===== src/rtl/bcd_sched_pkg.sv =====
// bcd_sched_pkg: shared types and sizes for the BCD conversion scheduler
package bcd_sched_pkg;
    typedef enum logic [1:0] {IDLE, CONV, DONE} state_t;
    localparam int BIN_W = 8;
    localparam int BCD_DIGITS = 3;
    localparam int BCD_W = 4 * BCD_DIGITS;
    localparam int CONV_CYCLES = 8;
    localparam int CNT_W = $clog2(CONV_CYCLES);
endpackage


===== src/rtl/bcd_dabble_step.sv =====
// bcd_dabble_step: one shift-and-add-3 iteration on {bcd, operand}
module bcd_dabble_step
    import bcd_sched_pkg::*;
(
    input  logic [BCD_W-1:0] bcd_in,
    input  logic [BIN_W-1:0] bin_in,
    output logic [BCD_W-1:0] bcd_out,
    output logic [BIN_W-1:0] bin_out
);
    logic [BCD_W-1:0] adj;
    always_comb begin
        adj = bcd_in;
        for (int d = 0; d < BCD_DIGITS; d++)
            adj[4*d +: 4] = (bcd_in[4*d +: 4] >= 4'd5) ? bcd_in[4*d +: 4] + 4'd3 : bcd_in[4*d +: 4];
    end
    assign {bcd_out, bin_out} = {adj, bin_in} << 1;
endmodule


===== src/rtl/bcd_convert_scheduler.sv =====
// bcd_convert_scheduler: round-robin sharing of one iterative binary-to-BCD converter
module bcd_convert_scheduler
    import bcd_sched_pkg::*;
#(
    parameter int NUM_REQ = 4,
    parameter int ID_W = $clog2(NUM_REQ)
) (
    input  logic                     clk,
    input  logic                     rst_n,
    input  logic [NUM_REQ-1:0]       req_valid,
    input  logic [BIN_W*NUM_REQ-1:0] req_value,
    output logic [NUM_REQ-1:0]       req_ready,
    output logic                     rsp_valid,
    input  logic                     rsp_ready,
    output logic [ID_W-1:0]          rsp_id,
    output logic [BCD_W-1:0]         rsp_bcd,
    output logic                     busy
);
    state_t state, state_nxt;
    logic [ID_W-1:0] ptr, win, idx;
    logic found, accept;
    logic [CNT_W-1:0] cnt;
    logic [BIN_W-1:0] bin, bin_nx;
    logic [BCD_W-1:0] bcd, bcd_nx;
    // Smaller offsets are visited last and overwrite, so the nearest requester after ptr wins
    always_comb begin
        win = '0;
        found = 1'b0;
        idx = '0;
        for (int i = NUM_REQ; i >= 1; i--) begin
            idx = ID_W'((int'(ptr) + i) % NUM_REQ);
            if (req_valid[idx]) begin
                win = idx;
                found = 1'b1;
            end
        end
    end
    assign accept = (state == IDLE) && found;
    assign req_ready = accept ? NUM_REQ'(1) << win : '0;
    assign rsp_valid = state == DONE;
    assign busy = state != IDLE;
    assign rsp_bcd = bcd;
    bcd_dabble_step u_step (
        .bcd_in  (bcd),
        .bin_in  (bin),
        .bcd_out (bcd_nx),
        .bin_out (bin_nx)
    );
    always_ff @(posedge clk or negedge rst_n)
        if (!rst_n) state <= IDLE;
        else state <= state_nxt;
    always_comb begin
        state_nxt = accept ? CONV :
                    (state == CONV && cnt == CNT_W'(CONV_CYCLES - 1)) ? DONE :
                    (state == DONE && rsp_ready) ? IDLE : state;
    end
    always_ff @(posedge clk or negedge rst_n) begin
        if (!rst_n) begin
            ptr <= ID_W'(NUM_REQ - 1);
            rsp_id <= '0;
            cnt <= '0;
            bin <= '0;
            bcd <= '0;
        end else if (accept) begin
            ptr <= win;
            rsp_id <= win;
            cnt <= '0;
            bin <= BIN_W'(req_value >> (BIN_W * int'(win)));
            bcd <= '0;
        end else if (state == CONV) begin
            cnt <= cnt + 1'b1;
            bin <= bin_nx;
            bcd <= bcd_nx;
        end
    end
endmodule


===== config.mk =====
export PLATFORM = sky130hd
export DESIGN_NAME = bcd_convert_scheduler
export DESIGN_NICKNAME = d
export VERILOG_FILES = /design/src/rtl/bcd_sched_pkg.sv /design/src/rtl/bcd_dabble_step.sv /design/src/rtl/bcd_convert_scheduler.sv
export SDC_FILE = /design/constraint.sdc
export NUM_CORES = 1
export LEC_CHECK = 0
export BUFFER_PORTS_ARGS = -buffer_cell sky130_fd_sc_hd__buf_2
export CAP_MARGIN = 20
export CORE_MARGIN = 2
export CORE_UTILIZATION = 40
export DETAILED_ROUTE_END_ITERATION = 12
export GPL_ROUTABILITY_DRIVEN = 0
export PLACE_DENSITY = 0.66
export SYNTH_ARGS = -nofsm -noshare
export SYNTH_HDL_FRONTEND = slang
export SYNTH_SLANG_ARGS = --single-unit

===== constraint.sdc =====
create_clock -name clk -period 1.8 [get_ports clk]
set_input_delay 0.27 -clock clk [delete_from_list [all_inputs] [get_ports clk]]
set_output_delay 0.27 -clock clk [all_outputs]
set_load 0.02 [all_outputs]

# Word level (Yosys, flattened, before mapping)
# Cells that the tools add are included.
# op_classes
n_addsub	8
reduce_logical	7
n_lt_le_gt_ge	7
muxes	29
n_eq_ne	3
shifts	2
# ops
op	count
$shr 32x5->8	1
$mux 12	2
$mux 8	2
$mux 2	7
$ge 4x3->1 const B	3
$lt 2x3->1 const B	4
$mux 4	3
$mux 3	3
$add 4x2->4 const B	2
$bmux 1 s2	4
$mux 1	8
$add 2x1->2 const B	2
$add 2x2->2 const B	2
$reduce_bool 2->1	2
$shl 1x2->4 const A	1
$add 3x1->3 const B	1
$add 3x2->3 const B	1
$eq 3x3->1 const B	1
$logic_and 1x1->1	3
$reduce_bool 3->1	1
$eq 2x1->1 const B	1
$eq 2x2->1 const B	1
$logic_not 2->1	1
# totals
input_bits	39
word_cells	62
output_inout_bits	20
register_bits	29

# Longest topological paths before layout
# Gate-level depths: netlist of run 1.
# logic_depth
depth_word	9
depth_mapped	7
depth_no_buf	7

# By module
# From an unflattened synthesis of run 1, not the netlist that was laid out.
# unflattened
cells_unflattened	218
area_unflattened_um2	1910.6
# modules_own_cells
module	cells_per_inst	seq_area_each_um2	instances	area_each_um2
bcd_convert_scheduler	164	728.2	1	1555.2
bcd_dabble_step	54	0.0	1	355.3

# Least setup slack after synthesis of run 1
# OpenSTA, ideal clock, no wires.
# synth_path
path_type	flip-flop to output port
start	reg state[0]
end	out req_ready[2]
n_path_buf	1
t_required_ps	1530
t_arrival_ps	1590
setup_slack_ps	-60
stages_incl_launch_ff	5
cell_sequence	dfrtp_1 or2_2 or2_2 clkbuf_8 nor2_1
# synth_between
elab_chain_cells	3
# synth_lines
item	line	source
start, declared	bcd_convert_scheduler.sv:19	state_t state, state_nxt;
start signal, assigned	bcd_convert_scheduler.sv:51	else state <= state_nxt;
$logic_not 2->1	bcd_convert_scheduler.sv:38	assign accept = (state == IDLE) && found;
$logic_and 1x1->1	bcd_convert_scheduler.sv:38	
$mux 4	bcd_convert_scheduler.sv:39	assign req_ready = accept ? NUM_REQ'(1) << win : '0;
end, declared	bcd_convert_scheduler.sv:12	output logic [NUM_REQ-1:0] req_ready,
# Every way passes these cells.

# Worst setup path in the final report of run 1
# layout_path
start	reg ptr[0]
end	out req_ready[0]
# layout_between
elab_chain_cells	9
word_cells_on_any_way	23
classes_between	add/sub (4); shift (1); mux (17); reduce/logical (1)
# layout_lines
item	line	source
start, declared	bcd_convert_scheduler.sv:20	logic [ID_W-1:0] ptr, win, idx;
start signal, assigned	bcd_convert_scheduler.sv:59	ptr <= ID_W'(NUM_REQ - 1);
start signal, assigned	bcd_convert_scheduler.sv:65	ptr <= win;
$add 2x1->2	bcd_convert_scheduler.sv:31	idx = ID_W'((int'(ptr) + i) % NUM_REQ);
$bmux 1 s2	bcd_convert_scheduler.sv:32	if (req_valid[idx]) begin
$mux 1 (implied by the code)	bcd_convert_scheduler.sv:32	
$mux 2 / $mux 1 (equally long branches) (4 in series)	bcd_convert_scheduler.sv:32	
$shl 1x2->4 / $logic_and 1x1->1 (equally long branches)	bcd_convert_scheduler.sv:39, bcd_convert_scheduler.sv:38	
$mux 4 (*)	bcd_convert_scheduler.sv:39	
# Every way passes the cells marked *; elsewhere a longest branch is shown, timed or not. The select of a mux whose other input is x is not followed.

==> flow_metrics.tcl, run 1 <==
set metrics [dict create \
    fraction_of_power_spent_switching_nets 0.4153 \
    antenna_violations_before_repair 0 \
    initialDrtViolationCount 95 \
    synthArstFlopShare 1.000 \
    use_met3 0.03198 \
    critical-path-slowest-cell "dfstp_2" \
    comb_power_share 0.543 \
    clk_pin_slew_ps 60 \
    netlist.area_leader.share 0.3939 \
    clock_latency_of_the_later_clocked_register_in_the_worst_skew_pair_ps 270 \
    synth_most_common_cell "dfrtp_1" \
    cts.path.max_buffers 2 \
    max-cap-violations 0 \
    ant_nets 0 \
    synth.top_cells.by_area "dfrtp_1 (39%), mux2i_1 (9.3%), ha_1 (5.8%)" \
    power.switching_uw 1572 \
    max-vdd-ir-drop_uv 778.0 \
    numClockSinks 29 \
    worstPathCellList "nand2b_4 -> o211ai_1 -> o221ai_2 -> nand2_1 -> nor2_2 -> buf_6" \
    layout.nets 293 \
    final_min_period_over_clock_period 1.026 \
    hpwl_microns 2912 \
    result_of_the_run "complete, but fails checks" \
    violations "negative setup slack" \
    rsz0062_at_grt "true" \
    drtPass1Iterations 4 \
    syn-instance-count 174 \
    path_buf_inv 1 \
    synth_nets 221 \
    clock_skew_ps 3.593 \
    first_global_vias 1510 \
    grt_use_total 0.1763 \
    clock_tree_from_tritoncts "yes" \
    die_h_microns 69.49 \
    global_route_wire_length_before_repair_microns 6900 \
    max_slew_margin 0.5568 \
    route.vias.total 1542 \
    synth_enable_flop_cells 0 \
    route.final.wire_length_microns 4027 \
    critPathRequiredTime_ps 1530 \
    maxClockFrequency_mhz 541.5 \
    grt_busiest_layer "met2" \
    h-tree-depth 2 \
    post_synth_instance_area_sq_um 1715 \
    worst_setup_path_category "flop to output pin" \
    wire_per_inst_microns 13.56 \
    root_buffer "clkbuf_8" \
    timing.final.setup_violations 5 \
    crit_family "flip-flops" \
    internal_power_uw 2214 \
    worst_slack_ps -46.74 \
    yosys_register_bits 29 \
    remaining_drc_errors 0 \
    finish.cell_count_without_fillers 297 \
    layout_overhead_on_the_synthesized_area_pct 35.52 \
    rr_startpoint "ptr[0]" \
    p_leak_uw 0.001169 \
    met2_usage 0.2927 \
    synth_warnings 0 \
    max_slew.worst_pin.slew_ps 664.7 \
    die-area_sq_um 4828 \
    antenna-diode-count 0 \
    critical_path.max_stage_delay_ps 540 \
    cts_buffers 5 \
    place_worst_setup_slack_ps 8.990 \
    viasPerCell 5.192 \
    pin_count 59 \
    setup_tns_ps -135.3 \
    maxSlewViolCount 0 \
    power_density_nw_per_um2 1629 \
    setup.reg_to_reg.worst_slack_ps -10 \
    synthTopCellsByCount "dfrtp_1 (27), nand2_1 (19), mux2i_1 (16), o21ai_0 (16), inv_1 (10)" \
    placedCellCount 285 \
    grt_overflow 0 \
    fin_crit_ps 1847 \
    yosys.area.top_type "dfrtp_1" \
    postSynthAreaPerCell_sq_um 9.859 \
    worst-endpoint-arrival_ps 1580 \
    synth.distinct_cells 33 \
    floorplan.core_area_sq_um 4058 \
    initial_utilization 0.4228 \
    final_core_util 0.5729 \
    critical_path_sink_type "output pin" \
    post_route_cells_drive_above_1_share 0.4008 \
    rows 23 \
    die_width_microns 69.49 \
    placement.io_buffers 58 \
    share_clk_of_total_power 0.153 \
    critical_path.startpoint_type "flop" \
    met1_usage 0.2308 \
    critical_path_start "ptr[0]" \
    grt_max_degree 30 \
    synth-seq-area-share 0.4245 \
    synth_ff_type "dfrtp_1" \
    worstHoldPathType "input port to async pin" \
    seq_pwr_share 0.304 \
    timing.hold.ws_ps 31.54 \
    timing.final.hold_violations 0 \
    worst-path-max-fanout 3 \
]
==> power by group through the flow <==
stage / Clock, uW / Sequential [uW] / Combinational [uW]
3_5_place_dp: 0 / 1150 / 1910
3_3_place_gp: 0 / 1150 / 1890
4_1_cts: 600 / 1150 / 2020
6_report: 581 / 1150 / 2050
2_1_floorplan: 0 / 1270 / 1200
5_1_grt: 625 / 1190 / 2280
==> state kept, by name, indices dropped and copies added, names as in the netlist <==
register  flops
cnt           3
ptr           2
bin           8
rsp_id        2
rsp_bcd      12
state         2
==> cell type report <==
class / count / area (sq um)
Fill cell: 352 / 1733
Multi-Input combinational cell: 128 / 950.9
Sequential cell: 29 / 728.2
Timing Repair Buffer: 72 / 444.2
Clock buffer: 7 / 96.34
Tap cell: 50 / 62.56
Inverter: 10 / 37.54
Clock inverter: 1 / 5.005
==> stage by stage <==
stage | total power (uW) | cell area [sq um]
2_1_floorplan | 2466 | 1718
3_3_place_gp | 3040 | 2113
3_5_place_dp | 3056 | 2113
4_1_cts | 3767 | 2287
5_1_grt | 4097 | 2325
6_report | 3787 | 2325
==> path summary, 6_finish.rpt <==
kind,endpoint,cells after the start
setup / recovery,req_ready[0],6
hold / removal,rsp_bcd[5],1
setup reg to reg,bin[7],6
hold reg to reg,bin[0],2
max in group asynchronous,rsp_bcd[6],1
min in group clk,state[1],2
==> cell usage in the layout (no fill, tap or decap), types with 2 or more instances in the layout <==
cell | netlist | routed
buf_2 | 3 | 54
dfrtp_1 | 27 | 27
nand2_1 | 19 | 19
mux2i_1 | 16 | 16
o21ai_0 | 16 | 16
buf_4 | 1 | 10
inv_1 | 10 | 9
o221ai_1 | 9 | 8
ha_1 | 8 | 8
a22oi_1 | 7 | 7
a21oi_1 | 9 | 7
clkbuf_8 | 1 | 7
buf_6 | 1 | 7
nand2b_1 | 7 | 6
nor2_1 | 8 | 4
nor3_1 | 4 | 4
nor2_2 | 0 | 3
nand3_1 | 3 | 3
a22o_1 | 3 | 3
xnor2_1 | 3 | 3
or2b_1 | 2 | 2
xor2_1 | 2 | 2
o32ai_1 | 2 | 2
dfstp_2 | 2 | 2
==> layer usage <==
layer	up-vias	wire (microns)	share of wire
li1	767	-	-
met1	741	1854	0.46
met2	27	1999	0.50
met3	7	114	0.028
met4	0	58	0.014
met5	-	0	0
==> cell families after synthesis <==
logic type / Yosys count / share of synthesized area
adders and majority gates: 8 / 0.05835
and+or+nand+nor: 49 / 0.1466
AOI/OAI and AO/OA: 50 / 0.1999
muxes: 16 / 0.09336
DFF: 29 / 0.4245
xor gates and xnor gates: 5 / 0.02553
buffers and inverters: 17 / 0.05178
==> timing repair <==
action / 4_1_cts / 5_1_grt
buffers inserted: 3 / 1
pin swaps: 4 / 4
gates resized for setup: 14 / 8
hold buffers: 0 / 0
endpoints found under the setup margin: 4 / 12
No activity file was read; power rests on OpenSTA's default activity.
==> run 2, diff against run 1 <==
--- a/config.mk
+++ b/config.mk
@@ -7,7 +7,6 @@
 export LEC_CHECK = 0
 export BUFFER_PORTS_ARGS = -buffer_cell sky130_fd_sc_hd__buf_2
 export CAP_MARGIN = 20
-export CORE_MARGIN = 2
 export CORE_UTILIZATION = 40
 export DETAILED_ROUTE_END_ITERATION = 12
 export GPL_ROUTABILITY_DRIVEN = 0
==> flow_metrics.tcl, run 2 (synthesis gave the netlist of run 1 again) <==
set metrics [dict create \
    clock_skew_ps 3.050 \
    timing.final.setup_violations 4 \
    critPathRequiredTime_ps 1530 \
    clock_latency_of_the_later_clocked_register_in_the_worst_skew_pair_ps 260 \
    layout.cells.most_common_list "buf_2 (54), dfrtp_1 (27), nand2_1 (18)" \
    drtPass1Iterations 4 \
    hpwl_microns 2853 \
    rsz0062_at_grt "true" \
    p_leak_uw 0.001161 \
    final_common_cell "buf_2" \
    critical_path_sink_type "output pin" \
    critical_path_start "ptr[0]" \
    wire_per_inst_microns 13.35 \
    postCtsHoldBufs 0 \
    violations "negative setup slack" \
    power_density_nw_per_um2 1617 \
    die_width_microns 67.49 \
    worst_slack_ps -79.02 \
    fin_crit_ps 1879 \
    placedCellCount 285 \
    die-area_sq_um 4554 \
    worstHoldPathType "input port to async pin" \
    initialDrtViolationCount 71 \
    rows 23 \
    result_of_the_run "complete, but fails checks" \
    max-cap-violations 0 \
    floorplan.core_area_sq_um 4058 \
    worst_setup_path_category "flop to output pin" \
    first_global_vias 1423 \
    cts_buffers 5 \
    largest_reg_flops 12 \
    grt_max_degree 30 \
    antenna-diode-count 0 \
    layout_overhead_on_the_synthesized_area_pct 36.32 \
    route.vias.total 1554 \
    timing.final.hold_violations 0 \
    root_buffer "clkbuf_8" \
    layout.nets 293 \
    viasPerCell 5.232 \
    route.final.wire_length_microns 3965 \
    setup_tns_ps -180.6 \
    ant_nets 0 \
    initial_utilization 0.4228 \
    final_min_period_over_clock_period 1.044 \
    worst-endpoint-arrival_ps 1610 \
    h-tree-depth 2 \
    remaining_drc_errors 0 \
    grt_use_total 0.1815 \
    maxSlewViolCount 0 \
    numClockSinks 29 \
    maxClockFrequency_mhz 532.2 \
    clock_tree_from_tritoncts "yes" \
    placement.io_buffers 58 \
    pin_count 59 \
    post_route_cells_drive_above_1_share 0.4049 \
    cts.path.max_buffers 2 \
    global_route_wire_length_before_repair_microns 6147 \
    max-vdd-ir-drop_uv 790.1 \
    antenna_violations_before_repair 0 \
    rr_startpoint "ptr[0]" \
    max_slew_margin 0.5700 \
    worst-path-max-fanout 3 \
    finish.cell_count_without_fillers 297 \
    max_slew.worst_pin.slew_ps 645.0 \
    grt_overflow 0 \
    clk_pin_slew_ps 60 \
    die_h_microns 67.49 \
    critical_path.startpoint_type "flop" \
]
==> run 2: cell types whose count changed in the layout (fill, tap and decap cells not counted), moves of 2 or more <==
cell / change
nor2_2: -2
clkbuf_1: +2
nor2_4: +2
mux2i_1: -2
mux2i_2: +2
==> run 2: through the flow <==
step / total power (uW) / setup slack [ps] / cell area, sq um / utilization / hold WS, ps
2_1_floorplan: 2466 / -59.52 / 1718 / - / -25.59
3_3_place_gp: 3062 / 87.07 / 2126 / 0.5239 / 340.8
3_5_place_dp: 3087 / 73.53 / 2126 / 0.5239 / 328.0
4_1_cts: 3806 / -83.19 / 2331 / 0.5745 / 45.99
5_1_grt: 4094 / -132.7 / 2338 / 0.5763 / 76.70
6_report: 3782 / -79.02 / 2338 / 0.5763 / 25.45
==> run 2: worst max-delay path, cell delays in order (launching register included) <==
cell and delay (ps):
dfstp_2 540, or2b_1 150, o221ai_2 120, or2_4 280, nor2_4 130, buf_6 120
==> run 2: final cells by class <==
cell class                      count  area [sq um]
Clock buffer                        8         90.09
Inverter                           10         37.54
Multi-Input combinational cell    128         963.4
Tap cell                           50         62.56
Sequential cell                    29         728.2
Timing Repair Buffer               72         456.7
Fill cell                         360          1719
==> run 2: what timing repair did <==
| item | CTS | global route |
|---|---|---|
| gates resized for setup | 23 | 4 |
| hold endpoints to repair | 0 | 0 |
| setup buffers | 6 | 1 |
| gates cloned | 0 | 0 |
| setup endpoints to repair | 4 | 12 |
| pin swaps | 9 | 3 |
==> run 2: layer usage <==
layer | track usage | routed length [microns]
met1 | 0.2273 | 1784
met2 | 0.3069 | 2067
met3 | 0.03547 | 91
met4 | 0.06649 | 22
met5 | 0 | 0
==> run 2: worst paths after layout <==
path,slack (ps),depth (start not counted),end
max in group asynchronous,1350,1,rsp_bcd[11]
worst max-delay path,-80,5,req_ready[2]
worst min-delay path,30,1,rsp_bcd[5]
worst min register to register,500,2,bin[0]
worst max register to register,40,7,bin[4]
min in group clk,190,2,state[1]
==> run 2: power breakdown <==
| group | total (uW) | leakage, uW | internal [uW] | switching (uW) |
|---|---|---|---|---|
| registers | 1150 | 0.000367 | 940 | 211 |
| logic | 2110 | 0.000748 | 963 | 1140 |
| clock network | 527 | 0.0000455 | 311 | 216 |
| total | 3780 | 0.00116 | 2210 | 1570 |
==> run 3, diff against run 2 <==
--- a/config.mk
+++ b/config.mk
@@ -5,12 +5,11 @@
 export SDC_FILE = /design/constraint.sdc
 export NUM_CORES = 1
 export LEC_CHECK = 0
-export BUFFER_PORTS_ARGS = -buffer_cell sky130_fd_sc_hd__buf_2
 export CAP_MARGIN = 20
 export CORE_UTILIZATION = 40
 export DETAILED_ROUTE_END_ITERATION = 12
+export DONT_BUFFER_PORTS = 1
 export GPL_ROUTABILITY_DRIVEN = 0
-export PLACE_DENSITY = 0.66
 export SYNTH_ARGS = -nofsm -noshare
 export SYNTH_HDL_FRONTEND = slang
 export SYNTH_SLANG_ARGS = --single-unit
==> constraint.sdc (replaced) <==
create_clock -name clk -period 1.59 [get_ports clk]
set_input_delay 0.0795 -clock clk [delete_from_list [all_inputs] [get_ports clk]]
set_output_delay 0.0795 -clock clk [all_outputs]
set_load 0.02 [all_outputs]
==> flow_metrics.tcl, run 3 (synthesis gave the netlist of run 1 again) <==
set metrics [dict create \
    grt_use_total 0.1964 \
    critPathRequiredTime_ps 1510 \
    whs_path_depth 2 \
    power_density_nw_per_um2 1990 \
    maxClockFrequency_mhz 568.5 \
    critical_path_start "ptr[0]" \
    max_slew_margin 0.5432 \
    numClockSinks 29 \
    critical-path-slowest-cell "dfstp_2" \
    die-area_sq_um 4554 \
    root_buffer "clkbuf_8" \
    result_of_the_run "complete, but fails checks" \
    clk_pin_slew_ps 60 \
    timing.hold.ws_ps 34.42 \
    r2r_end "bin[3]" \
    route.final.wire_length_microns 4147 \
    worst-path-stages 7 \
    rows 23 \
    die_width_microns 67.49 \
    cts.path.max_buffers 2 \
    path_buf_inv 3 \
    layout.nets 253 \
    worstPathCellList "or2b_1 -> a21oi_2 -> nor3_4 -> buf_12 -> buf_6 -> nor2_2 -> buf_6" \
    initialDrtViolationCount 40 \
    first_global_vias 1414 \
    floorplan.core_area_sq_um 4058 \
    multi_input_comb_area_sq_um 973.4 \
    crit_family "simple AND/OR/NAND/NOR gates" \
    maxSlewViolCount 0 \
    max_slew.worst_pin.slew_ps 684.4 \
    final_min_period_over_clock_period 1.106 \
    grt_overflow 0 \
    finalInstanceArea_sq_um 2187 \
    worst-path-max-fanout 7 \
    hpwl_microns 2856 \
    layout.cells.most_common_list "dfrtp_1 (27), buf_4 (23), nand2_1 (18)" \
    route.vias.total 1447 \
    global_route_wire_length_before_repair_microns 6506 \
    viasPerCell 5.630 \
    worst-endpoint-arrival_ps 1680 \
    crit_end "req_ready[3]" \
    antenna-diode-count 0 \
    rr_worst_depth 7 \
    cts_buffers 5 \
    clock_tree_from_tritoncts "yes" \
    final_common_cell "dfrtp_1" \
    setup.reg_to_reg.worst_slack_ps -130 \
    violations "negative setup slack" \
    placedInstanceArea_sq_um 1891 \
    critical_path.max_stage_delay_ps 380 \
    remaining_drc_errors 0 \
    worst_slack_ps -168.9 \
    placement.io_buffers 0 \
    max-cap-violations 0 \
    critical_path_sink_type "output pin" \
    clock_skew_ps 8.565 \
    fill_cell_total_of_the_finished_layout 378 \
    max-vdd-ir-drop_uv 915.4 \
    largest_reg_flops 12 \
    die_h_microns 67.49 \
    path_common_cell "buf_6" \
    critical_path.startpoint_type "flop" \
    post_route_cells_drive_above_1_share 0.2899 \
    rsz0062_at_grt "true" \
    wire_per_inst_microns 16.14 \
    pin_count 59 \
    initial_utilization 0.4228 \
    clock_latency_of_the_later_clocked_register_in_the_worst_skew_pair_ps 270 \
    fin_crit_ps 1759 \
    worstHoldPathType "input port to flop" \
    p_leak_uw 0.001016 \
    rr_startpoint "ptr[0]" \
    drtPass1Iterations 4 \
    ff_latch_area_sq_um 728.2 \
    layout_overhead_on_the_synthesized_area_pct 27.50 \
    timing.final.setup_violations 12 \
    antenna_violations_before_repair 0 \
    power_uw 4352 \
    worst_setup_path_category "flop to output pin" \
    timing.final.hold_violations 0 \
    grt_max_degree 30 \
    h-tree-depth 2 \
    ant_nets 0 \
]
-- run 3: routing by layer --
layer,share of wire,vias to the layer above,global-route usage
met5,0,-,0
met4,0.0041,0,0.07447
met3,0.048,2,0.06081
met2,0.51,56,0.3403
met1,0.43,696,0.2234
li1,-,693,-
-- run 3: where the power goes --
group          switching [uW]  leakage, uW  internal (uW)  total (uW)
combinational            1220     0.000603           1080        2300
clock                     268    0.0000455            352         621
sequential                369     0.000367           1060        1430
total                    1860      0.00102           2490        4350
-- run 3: what timing repair did --
| item | CTS | global route |
|---|---|---|
| hold endpoints to repair | 30 | 0 |
| hold buffers | 3 | 0 |
| endpoints found under the setup margin | 21 | 18 |
| resized for setup | 14 | 10 |
| pin swaps | 6 | 9 |
| buffers inserted | 6 | 4 |
-- run 3: per-stage QoR --
step | setup slack (ps) | TNS, ps | util | cells
global placement | -93.31 | -699.2 | 0.4659 | 236
CTS | -201.4 | -2121 | 0.5202 | 253
floorplan | -79.02 | -158.0 | - | 174
global route | -241.3 | -2527 | 0.5390 | 257
finish | -168.9 | -1389 | 0.5390 | 257
detailed placement | -156.7 | -1264 | 0.4659 | 236
-- run 3: final cells by class --
cell class                 instances  area share
inverter                          10     0.01831
sequential                        29      0.3330
multi-input combinational        128      0.4451
tap                               50     0.02860
clock buffer                       8     0.04119
timing repair buffer              32      0.1339
-- run 3: worst register-to-register path, cell delays in order, from the launching register on --
cell,delay (ps)
dfstp_2,550
nand2b_4,130
a21oi_2,60
nor3_4,220
buf_12,160
buf_6,120
mux2i_1,220
o221ai_1,120
-- run 3: worst min-delay path by stage --
stage | start | end | slack (ps)
global route | req_value[14] | bin[6] | 40
floorplan | rst_n | bin[0] | -220
global placement | rst_n | rsp_bcd[5] | -220
finish | req_value[14] | bin[6] | 30
detailed placement | rst_n | rsp_bcd[7] | -220
CTS | req_value[14] | bin[6] | 30
